<file path="src/rtl/fpu_normalizer.sv">
// fpu_normalizer: bit-serial normalizer producing {hidden, frac, G, R, S} for the rounder.
module fpu_normalizer #(
  parameter int BIAS = 127,
  parameter int MW   = 48
) (
  input  logic          clk,
  input  logic          rst,
  input  logic          in_valid,
  output logic          in_ready,
  input  logic          in_sign,
  input  logic [9:0]    in_exp,
  input  logic [MW-1:0] in_mantissa,
  output logic          out_valid,
  input  logic          out_ready,
  output logic          norm_sign,
  output logic [9:0]    norm_exp,
  output logic [26:0]   norm_mantissa
);
  if (BIAS < 1 || MW < 28) begin : g_bad_params
    $error("fpu_normalizer: BIAS must be positive and MW at least 28");
  end
  typedef enum logic [1:0] {IDLE, SHIFT, OUT} state_t;
  state_t             state_q;
  logic [MW-1:0]      m_q;
  logic signed [9:0]  e_q;
  logic               s_q, sticky_q, out_valid_q, norm_sign_q;
  logic [9:0]         norm_exp_q;
  logic [26:0]        norm_mantissa_q;
  logic               rsh, lsh;
  assign rsh = m_q[MW-1] | (e_q < 10'sd1);
  assign lsh = ~m_q[MW-2] & (e_q > 10'sd1);
  assign in_ready      = (state_q == IDLE) & ~rst;
  assign out_valid     = out_valid_q;
  assign norm_sign     = norm_sign_q;
  assign norm_exp      = norm_exp_q;
  assign norm_mantissa = norm_mantissa_q;
  // out_valid is raised one cycle after entering OUT, giving 2+N latency from accept
  always_ff @(posedge clk) begin
    if (rst) begin
      state_q         <= IDLE;
      m_q             <= '0;
      e_q             <= '0;
      s_q             <= 1'b0;
      sticky_q        <= 1'b0;
      out_valid_q     <= 1'b0;
      norm_sign_q     <= 1'b0;
      norm_exp_q      <= '0;
      norm_mantissa_q <= '0;
    end else begin
      case (state_q)
        IDLE: if (in_valid) begin
          m_q      <= in_mantissa;
          e_q      <= $signed(in_exp);
          s_q      <= in_sign;
          sticky_q <= 1'b0;
          state_q  <= SHIFT;
        end
        SHIFT: if (m_q == '0) begin
          norm_sign_q     <= s_q;
          norm_exp_q      <= '0;
          norm_mantissa_q <= {26'b0, sticky_q};
          state_q         <= OUT;
        end else if (rsh) begin
          m_q      <= m_q >> 1;
          sticky_q <= sticky_q | m_q[0];
          e_q      <= e_q + 10'sd1;
        end else if (lsh) begin
          m_q <= m_q << 1;
          e_q <= e_q - 10'sd1;
        end else begin
          norm_sign_q     <= s_q;
          norm_exp_q      <= m_q[MW-2] ? e_q : 10'd0;
          norm_mantissa_q <= {m_q[MW-2 -: 26], sticky_q | (|m_q[MW-28:0])};
          state_q         <= OUT;
        end
        OUT: if (!out_valid_q) out_valid_q <= 1'b1;
        else if (out_ready) begin
          out_valid_q <= 1'b0;
          state_q     <= IDLE;
        end
        default: state_q <= IDLE;
      endcase
    end
  end
endmodule

</file>
<file path="config.mk">
export PLATFORM = sky130hd
export DESIGN_NAME = fpu_normalizer
export DESIGN_NICKNAME = d
export VERILOG_FILES = /design/src/rtl/fpu_normalizer.sv
export SDC_FILE = /design/constraint.sdc
export NUM_CORES = 1
export LEC_CHECK = 0
export BUFFER_PORTS_ARGS = -buffer_cell sky130_fd_sc_hd__buf_2
export CORE_UTILIZATION = 30
export CTS_CLUSTER_DIAMETER = 150
export DETAILED_ROUTE_END_ITERATION = 8
export PLACE_DENSITY_LB_ADDON = 0.05
export SLEW_MARGIN = 30
export SYNTH_ARGS = -nofsm -noshare
export SYNTH_HDL_FRONTEND = slang
export SYNTH_SLANG_ARGS = --single-unit
</file>
<file path="constraint.sdc">
create_clock -name clk -period 2.4 [get_ports clk]
set_input_delay 0.12 -clock clk [delete_from_list [all_inputs] [get_ports clk]]
set_output_delay 0.12 -clock clk [all_outputs]
set_load 0.02 [all_outputs]
</file>
==> results.tsv <==
metric	value	unit
status	complete, no violations	
powerDensity	916.1	nW/um^2
via_per_inst	5.125	
cp.required	2640	ps
layout_common_cells	153 x nand2_1, 102 x buf_2, 101 x dfxtp_1	
postLayoutSetupSlackWorst	65.75	ps
power_switching	0.002195	W
ant_nets	0	
dieHeight	130.2	um
wirelength	16220	um
async_flop_share	0	%
hold_violations	0	
multi_input_area	2656	um^2
syn_area	4930	um^2
yosysSeqAreaShare	41.02	%
antenna_found_initial	0	
htreeDepth	3	
seqPwrFrac	34.4	%
pwr-share-comb	38.3	%
synth-main-ff-cell	dfxtp_1	
num-nets-final	815	
slew_headroom	56.58	%
grt_pass1_vias	4664	
die_x	130.2	um
grt_max_degree	100	
grtUsageTotal	19.07	%
synth_top_family_by_area	compound AO/OA/AOI/OAI gates	
period_needed	2334	ps
p_leak	2.571	nW
place_congestion	0.8244	
fin_crit_sh	97.26	%
worstPathArrival	2570	ps
cap_viol_max_count	0	
critPathMaxFanout	33	
crit_path_start	m_q[2]	
pin_count	103	
drtIter0Drc	309	
area_growth	31.68	%
cp-end-kind	register	
max_freq	428.4	MHz
yosys.area_share.simple	24.34	%
start_kind	register	
clockPowerShare	27.3	%
synth_edf_count	0	
dpl.hpwl	10900	um
std_cell_rows	46	
drive_above_1_share	27.98	%
core-area	15940	um^2
hold_depth	3	
synth-xor-area-share	0.1777	%
cts_tree	done	
yosys_register_bits	101	
synth_nets	686	
synth_compound_area_share	25.66	%
drcViolationCount	0	
holdCritPathClass	in2reg	
yosys_warnings	0	
drt-wirelength-per-cell	16.72	um
clockRootBuffer	clkbuf_16	
internal_power	0.003752	W
die_area	16950	um^2
start_util	30.92	%
num_vias	4971	
clock_skew	9.364	ps
worst_pin_slew	651.4	ps
grt_overflow	0	
insertion_delay	350	ps
fill_cells	1654	
n_antenna_cell	0	
r2r_start	m_q[2]	
ff2ff_path_depth	8	
final_common_cell	nand2_1	
cts_buffer_depth	2	
clock-sinks	101	
cts-buffers-inserted	9	
avgSynthCellArea	7.951	um^2
synth.area.mux_share	1.015	%
netlist_instances	620	
finalNonFillerCells	970	
ir_drop	0.0003963	V
hp-start	in_sign	
first_pass_iters	5	
synth_fa_ha_area_share	0.7614	%
slew_violations	0	
synth_cell_type_count	50	
r2r_slack	70	ps
pre_cts_ws	-107.1	ps
port_buffers	102	
grt_pass1_wl	24930	um
setup_violations	0	
critPathKind	reg2reg	
place_inst	950	
netSwitchingFraction	36.91	%
path_clk_slew	70	ps
cts_hold_buf	0	
seq_area	2022	um^2
power groups by stage:
| stage | Sequential (W) | Combinational (W) | Clock, W |
|---|---|---|---|
| 2_1_floorplan | 0.00208 | 0.00136 | 0 |
| 3_3_place_gp | 0.00206 | 0.00217 | 0 |
| 3_5_place_dp | 0.00206 | 0.00217 | 0 |
| 4_1_cts | 0.00203 | 0.00218 | 0.00166 |
| 5_1_grt | 0.00208 | 0.00250 | 0.00173 |
| 6_report | 0.00205 | 0.00228 | 0.00162 |
cell usage after synthesis (2+ instances only):
master    count  area (um^2)
nor4_1       11        68.82
nand2_1     153        574.3
a22o_1       32        280.3
ha_1          3        37.54
o31a_1        2        17.52
nor2b_1       2        12.51
inv_1        13        48.80
buf_2        10        50.05
o32ai_1       7        61.31
o22ai_1       3        18.77
nand4_1       3        18.77
mux2i_1       5        50.05
a21oi_1      68        340.3
a31oi_1       2        12.51
nand3_1      47        235.2
buf_6        12        135.1
nor3b_1       2        15.01
o21ai_0       5        25.02
nand2b_1      5        31.28
nor3_1       16        80.08
buf_1         5        18.77
or4_4         2        22.52
o211ai_1     47        352.8
nor2_1       15        56.30
dfxtp_1     101         2022
clkbuf_1     25        93.84
worst paths after layout:
path                  to
max          norm_exp[0]
min                  s_q
max reg2reg  norm_exp[0]
min reg2reg  norm_exp[9]
cell type report:
class / count / share of cell area (%)
multi-input combinational: 454 / 40.92
sequential: 101 / 31.15
timing repair buffer: 170 / 18.00
tap: 216 / 4.163
clock buffer: 11 / 3.739
clock inverter: 5 / 1.272
inverter: 13 / 0.7517
sequential cells by signal, indices dropped and copies added, names as in the netlist:
| register | count |
|---|---|
| e_q | 10 |
| state_q | 2 |
| out_valid | 1 |
| norm_mantissa | 27 |
| s_q | 1 |
| norm_sign | 1 |
| m_q | 48 |
| norm_exp | 10 |
| sticky_q | 1 |
stage by stage:
step	total power [W]	hold slack, ps	TNS [ps]	util (%)	instance area [um^2]
floorplan	0.003443	267.2	0	-	4930
global placement	0.004229	380.5	-5260	37.83	6031
detailed placement	0.004237	394.9	-4747	37.83	6031
CTS	0.005873	26.44	0	39.91	6362
global route	0.006304	45.70	-42.58	40.72	6491
finish	0.005947	41.07	0	40.72	6491
cells by family (layout without fill, tap and decap cells):
logic type | after synthesis | after routing
and+or+nand+nor | 265 | 265
AOI/OAI and AO/OA | 180 | 180
DFF | 101 | 101
buffers and inverters | 65 | 199
muxes | 5 | 5
adders and majority gates | 3 | 3
xor gates and xnor gates | 1 | 1
critical path, cell delays in order (launching register included):
cell and delay [ps]:
dfxtp_1 340, nor4_2 320, nand2_1 150, or4_4 600
buf_4 170, a21oi_4 130, nor2_2 60, buf_12 190
a22o_1 240
what timing repair did:
| action | in CTS | in global routing |
|---|---|---|
| resized for setup | 1 | 10 |
| setup endpoints to repair | 65 | 66 |
| pin swaps | 0 | 3 |
| cloned | 0 | 2 |
| buffers inserted | 0 | 2 |
routing by layer:
layer | global-route usage, % | up-vias | share of wire (%)
li1 | - | 2492 | -
met1 | 26.79 | 2342 | 50
met2 | 29.04 | 122 | 44
met3 | 2.952 | 15 | 4.3
met4 | 7.592 | 0 | 1.9
met5 | 0 | - | 0
No activity file was read; power rests on OpenSTA's default activity.
